===== src/rtl/alu_result_stage_if.sv =====
// alu_result_stage_if: upstream capture and downstream delivery signals of the ALU result stage.
interface alu_result_stage_if #(
  parameter int WIDTH = 16,
  parameter int CNT_W = 16
);
  logic in_valid;
  logic in_ready;
  logic [WIDTH-1:0] in_result;
  logic [1:0] in_op;
  logic in_carry;
  logic out_valid;
  logic out_ready;
  logic [WIDTH-1:0] out_result;
  logic [1:0] out_op;
  logic out_zero;
  logic out_neg;
  logic out_parity;
  logic out_carry;
  logic [CNT_W-1:0] out_count;
  modport slave (
    input  in_valid, in_result, in_op, in_carry, out_ready,
    output in_ready, out_valid, out_result, out_op, out_zero, out_neg, out_parity, out_carry, out_count
  );
  modport master (
    output in_valid, in_result, in_op, in_carry, out_ready,
    input  in_ready, out_valid, out_result, out_op, out_zero, out_neg, out_parity, out_carry, out_count
  );
endinterface


===== src/rtl/alu_result_stage.sv =====
// alu_result_stage: registered two-entry skid stage capturing ALU results with status flags and a delivered-result counter.
module alu_result_stage #(
  parameter int WIDTH = 16,
  parameter int CNT_W = 16
) (
  input logic clk,
  input logic rst_n,
  alu_result_stage_if.slave bus
);
  typedef enum logic [1:0] {EMPTY, ONE, TWO} state_t;
  typedef struct packed {
    logic [WIDTH-1:0] result;
    logic [1:0] op;
    logic zero;
    logic neg;
    logic parity;
    logic carry;
  } entry_t;
  state_t state, state_nxt;
  entry_t head, skid, new_entry;
  logic [CNT_W-1:0] count;
  logic in_fire, out_fire;
  logic head_ld_in, head_ld_skid, skid_ld;
  assign bus.in_ready = state != TWO;
  assign bus.out_valid = state != EMPTY;
  assign in_fire = bus.in_valid & bus.in_ready;
  assign out_fire = bus.out_valid & bus.out_ready;
  // Flags are frozen at capture so the output side never recomputes them.
  assign new_entry = '{
    result: bus.in_result,
    op:     bus.in_op,
    zero:   bus.in_result == '0,
    neg:    bus.in_result[WIDTH-1],
    parity: ^bus.in_result,
    carry:  (bus.in_op == 2'b11) & bus.in_carry
  };
  always_comb begin
    state_nxt = state;
    head_ld_in = 1'b0;
    head_ld_skid = 1'b0;
    skid_ld = 1'b0;
    unique case (state)
      EMPTY: begin
        head_ld_in = in_fire;
        state_nxt = in_fire ? ONE : EMPTY;
      end
      ONE: begin
        head_ld_in = in_fire & out_fire;
        skid_ld = in_fire & ~out_fire;
        state_nxt = (in_fire & ~out_fire) ? TWO : (~in_fire & out_fire) ? EMPTY : ONE;
      end
      TWO: begin
        head_ld_skid = out_fire;
        state_nxt = out_fire ? ONE : TWO;
      end
      default: state_nxt = EMPTY;
    endcase
  end
  always_ff @(posedge clk or negedge rst_n) begin
    if (!rst_n) begin
      state <= EMPTY;
      head <= '0;
      skid <= '0;
      count <= '0;
    end else begin
      state <= state_nxt;
      if (head_ld_in) head <= new_entry;
      else if (head_ld_skid) head <= skid;
      if (skid_ld) skid <= new_entry;
      if (out_fire) count <= count + 1'b1;
    end
  end
  assign bus.out_result = head.result;
  assign bus.out_op = head.op;
  assign bus.out_zero = head.zero;
  assign bus.out_neg = head.neg;
  assign bus.out_parity = head.parity;
  assign bus.out_carry = head.carry;
  assign bus.out_count = count;
endmodule

===== src/flat_wrapper.sv =====
// flat-port wrapper written by rule: the top's interface ports become plain ports
module alu_result_stage_flat 
#(
  parameter int WIDTH = 16,
  parameter int CNT_W = 16
)
  (clk, rst_n, bus_in_valid, bus_in_result, bus_in_op, bus_in_carry, bus_out_ready, bus_in_ready, bus_out_valid, bus_out_result, bus_out_op, bus_out_zero, bus_out_neg, bus_out_parity, bus_out_carry, bus_out_count);
  alu_result_stage_if #(.WIDTH(WIDTH), .CNT_W(CNT_W)) bus_i ();
  input logic clk;
  input logic rst_n;
  input wire logic [$bits(bus_i.in_valid)-1:0] bus_in_valid;
  input wire logic [$bits(bus_i.in_result)-1:0] bus_in_result;
  input wire logic [$bits(bus_i.in_op)-1:0] bus_in_op;
  input wire logic [$bits(bus_i.in_carry)-1:0] bus_in_carry;
  input wire logic [$bits(bus_i.out_ready)-1:0] bus_out_ready;
  output wire logic [$bits(bus_i.in_ready)-1:0] bus_in_ready;
  output wire logic [$bits(bus_i.out_valid)-1:0] bus_out_valid;
  output wire logic [$bits(bus_i.out_result)-1:0] bus_out_result;
  output wire logic [$bits(bus_i.out_op)-1:0] bus_out_op;
  output wire logic [$bits(bus_i.out_zero)-1:0] bus_out_zero;
  output wire logic [$bits(bus_i.out_neg)-1:0] bus_out_neg;
  output wire logic [$bits(bus_i.out_parity)-1:0] bus_out_parity;
  output wire logic [$bits(bus_i.out_carry)-1:0] bus_out_carry;
  output wire logic [$bits(bus_i.out_count)-1:0] bus_out_count;
  assign bus_i.in_valid = bus_in_valid;
  assign bus_i.in_result = bus_in_result;
  assign bus_i.in_op = bus_in_op;
  assign bus_i.in_carry = bus_in_carry;
  assign bus_i.out_ready = bus_out_ready;
  assign bus_in_ready = bus_i.in_ready;
  assign bus_out_valid = bus_i.out_valid;
  assign bus_out_result = bus_i.out_result;
  assign bus_out_op = bus_i.out_op;
  assign bus_out_zero = bus_i.out_zero;
  assign bus_out_neg = bus_i.out_neg;
  assign bus_out_parity = bus_i.out_parity;
  assign bus_out_carry = bus_i.out_carry;
  assign bus_out_count = bus_i.out_count;
  alu_result_stage #(.WIDTH(WIDTH), .CNT_W(CNT_W)) u_core (.clk(clk), .rst_n(rst_n), .bus(bus_i));
endmodule

===== config.mk =====
export PLATFORM = sky130hd
export DESIGN_NAME = alu_result_stage_flat
export DESIGN_NICKNAME = d
export VERILOG_FILES = /design/src/rtl/alu_result_stage_if.sv /design/src/rtl/alu_result_stage.sv /design/src/flat_wrapper.sv
export SDC_FILE = /design/constraint.sdc
export NUM_CORES = 1
export LEC_CHECK = 0
export ABC_AREA = 1
export BUFFER_PORTS_ARGS = -buffer_cell sky130_fd_sc_hd__buf_2
export CAP_MARGIN = 25
export CELL_PAD_IN_SITES_DETAIL_PLACEMENT = 0
export CELL_PAD_IN_SITES_GLOBAL_PLACEMENT = 1
export CORE_MARGIN = 2
export CORE_UTILIZATION = 43
export DETAILED_ROUTE_END_ITERATION = 12
export GPL_TIMING_DRIVEN = 0
export PLACE_DENSITY_LB_ADDON = 0.1
export SLEW_MARGIN = 10
export SYNTH_ARGS = -nofsm -noshare
export SYNTH_HDL_FRONTEND = slang
export SYNTH_SLANG_ARGS = --single-unit

===== constraint.sdc =====
create_clock -name clk -period 4.35 [get_ports clk]
set_input_delay 0.435 -clock clk [delete_from_list [all_inputs] [get_ports clk]]
set_output_delay 0.435 -clock clk [all_outputs]
set_load 0.05 [all_outputs]

==> impl_metrics.yaml <==
status:
  status: "completed"
power:
  p_per_area_nw_per_um2: 689.3
  p_leak_nw: 2.074
  power_w: 0.002530
  switching_share_pct: 46.03
  p_clk_share_pct: 21.7
  p_int_w: 0.001365
  seq_power_share_pct: 35.5
  pwr-share-comb_pct: 42.8
  peakVddDrop_mv: 0.3267
  power.switching_w: 0.001164
floorplanning:
  boundaryPins: 63
  die_w_um: 87.74
  die_h_um: 87.74
  start_util_pct: 44.38
  rows: 30
  coreArea_um2: 6794
  die_area_um2: 7698
cells_and_area:
  multiInputGateArea_um2: 1276
  design_area_um2: 3670
  layout_commonest_cell: "nand2_1"
  diodes: 0
  n_fill_cell: 646
  nets: 484
  drive_gt1_share_pct: 21.05
  area_growth_pct: 21.70
  seqCellArea_um2: 1501
  layout_common_cells: "149 x nand2_1, 68 x buf_2, 60 x dfrtp_1, 47 x inv_1, 28 x nor2_1"
route:
  dr.pass1.iters: 4
  routed_via_density: 4.621
  remaining_drc_errors: 0
  drtAntennaViolNets: 0
  wl_per_cell_um: 12.42
  drtIter0Drc: 126
  routed_wl_mm: 6.855
  dr_total_vias: 2551
run:
  max_cap_violations: 0
clock_network:
  cts_hold_buf: 0
  ctsResizeCount: 0
  numCtsBuffers: 9
  clockBufferDepth: 2
  cts_setup_buffers: 0
  path_clk_slew_ns: 0.07
  root_buffer: "clkbuf_8"
  clkSinkCount: 60
  clock_latency_ns: 0.33
  tritoncts: "yes"
  htree_levels: 3
setup_path:
  regToRegStartpoint: "u_core.state[1]$_DFF_PN0_"
  worst-r2r-cell-count: 9
  critPathLaunchType: "flip-flop"
  crit_path_end_kind: "flip-flop"
  crit-reg2reg-capture: "u_core.bus.out_result[11]$_DFFE_PN0P_"
  path_max_fanout: 10
  r2r_slack_ns: 2.57
  required_ns: 4.62
  worstPathArrival_ns: 2.05
  critPathKind: "flip-flop to flip-flop"
logic_synthesis:
  synth_seq_cells: 60
  ys_warn_count: 0
  netlist_area_um2: 3015
  synth_fp_nets: 411
  ys_seq_area_share_pct: 49.79
  syn_inst: 378
  avgSynthCellArea_um2: 7.977
  post_synth_num_cell_types: 23
global_route:
  grtUsageTotal_pct: 19.46
  grt_pass1_wl_mm: 11.34
  globalRoute.totalOverflow: 0
  antenna_found_initial: 0
  grt_pass1_vias: 2468
  grt_max_degree: 61
timing:
  clock.fmax_ghz: 0.5628
  period_needed_ns: 1.777
  worstMarginPinSlew_ns: 0.7857
  hold_viol: 0
  slew_headroom_pct: 47.62
  setup-tns-final_ns: 0
  clock_skew_ns: 0.005685
  drv_slew: 0
  setup_violations: 0
  rsz0062_at_grt: "no"
  final.period_utilization_pct: 40.85
placed_design:
  placed_cell_area_um2: 3448
  place.gp.congestion: 0.8451
  detailed_place_hpwl_mm: 4.897
  place.port_buffers: 62
hold_path:
  hp-class: "primary input to async pin"
synth_stat cells:
cell type | n | share of area [%]
xor2_1 | 7 | 2.0
a22oi_1 | 19 | 4.7
o21ai_0 | 20 | 3.3
nor3_1 | 1 | 0.17
nand3b_1 | 2 | 0.50
inv_2 | 1 | 0.12
xnor2_1 | 2 | 0.58
dfrtp_1 | 60 | 50
buf_4 | 2 | 0.50
nand2_1 | 149 | 19
ha_1 | 10 | 4.1
nand3_2 | 1 | 0.33
nor2_4 | 4 | 1.5
and2_0 | 1 | 0.21
a21oi_1 | 2 | 0.33
nor2_1 | 28 | 3.5
nand2_2 | 3 | 0.62
o21ai_1 | 1 | 0.17
o211ai_1 | 2 | 0.50
buf_2 | 7 | 1.2
inv_1 | 47 | 5.9
clkbuf_1 | 2 | 0.25
nand3_1 | 7 | 1.2
layer usage:
metal,vias to the layer above,wire (um),global-route usage (%)
met4,0,142,9.790
li1,1318,-,-
met1,1160,3079,24.13
met2,62,3353,32.71
met5,-,0,0
met3,11,280,3.299
layout make-up:
cell class | instances | area share, %
multi-input cells | 259 | 34.78
clock inverters | 3 | 1.159
inverters | 48 | 4.910
well taps | 96 | 3.273
clock buffers | 13 | 4.876
plain buffers | 11 | 1.568
flip-flops and latches | 60 | 40.91
repair buffers | 62 | 8.524
logic make-up (layout without fill, tap and decap cells):
| group | Yosys count | count (layout) | share of synthesized area (%) |
|---|---|---|---|
| XOR/XNOR | 9 | 9 | 2.614 |
| AND/OR/NAND/NOR | 196 | 196 | 26.51 |
| flip-flops | 60 | 60 | 49.79 |
| AO/OA/AOI/OAI | 44 | 44 | 9.046 |
| buffers and inverters | 59 | 137 | 7.884 |
| adder cells (fa/ha/maj) | 10 | 10 | 4.149 |
metrics by stage:
stage / setup WS (ns) / util (%) / hold WS (ns) / cells
4_1_cts: 2.548 / 54.01 / 0.1971 / 552
2_1_floorplan: 2.571 / - / 0.1394 / 378
3_5_place_dp: 2.545 / 50.76 / 0.4597 / 536
5_1_grt: 2.372 / 54.01 / 0.2566 / 552
3_3_place_gp: 2.573 / 50.72 / 0.4588 / 536
6_report: 2.573 / 54.01 / 0.1626 / 552
how the worst max path moves through the flow:
stage / to / cells after the start / startpoint / slack (ns)
3_3_place_gp: u_core.bus.out_zero$_DFFE_PN0P_ / 10 / bus_out_ready / 2.57
6_report: u_core.bus.out_result[11]$_DFFE_PN0P_ / 9 / u_core.state[1]$_DFF_PN0_ / 2.57
3_5_place_dp: u_core.bus.out_result[11]$_DFFE_PN0P_ / 10 / bus_out_ready / 2.54
2_1_floorplan: u_core.bus.out_zero$_DFFE_PN0P_ / 11 / u_core.state[0]$_DFF_PN0_ / 2.57
5_1_grt: u_core.bus.out_result[6]$_DFFE_PN0P_ / 9 / u_core.state[1]$_DFF_PN0_ / 2.37
4_1_cts: u_core.bus.out_result[11]$_DFFE_PN0P_ / 9 / u_core.state[1]$_DFF_PN0_ / 2.55
power groups by stage:
| stage | clock, W | sequential [W] | combinational [W] |
|---|---|---|---|
| after global routing | 0.000588 | 0.000923 | 0.00118 |
| after CTS | 0.000565 | 0.000901 | 0.00110 |
| final | 0.000550 | 0.000898 | 0.00108 |
| after detailed placement | 0 | 0.000909 | 0.00109 |
| after floorplan | 0 | 0.00129 | 0.000425 |
| after global placement | 0 | 0.000903 | 0.00107 |
critical path, cell delays in order (launching register included):
cell and delay (ns):
dfrtp_1 0.41, nor2_1 0.21, nor2_4 0.10, ha_1 0.20
nand2_1 0.06, nand2_1 0.10, nor2_1 0.18, buf_2 0.28
nand2_1 0.09, nand2_1 0.07
flip-flops by register name, summed over array words and instances (netlist names):
name                   count
u_core.bus.out_neg         1
u_core.skid               21
u_core.bus.out_zero        1
u_core.state               2
u_core.bus.out_carry       1
u_core.bus.out_count      16
u_core.bus.out_result     15
u_core.bus.out_op          2
u_core.bus.out_parity      1
Power figures use the tool's default switching activity.
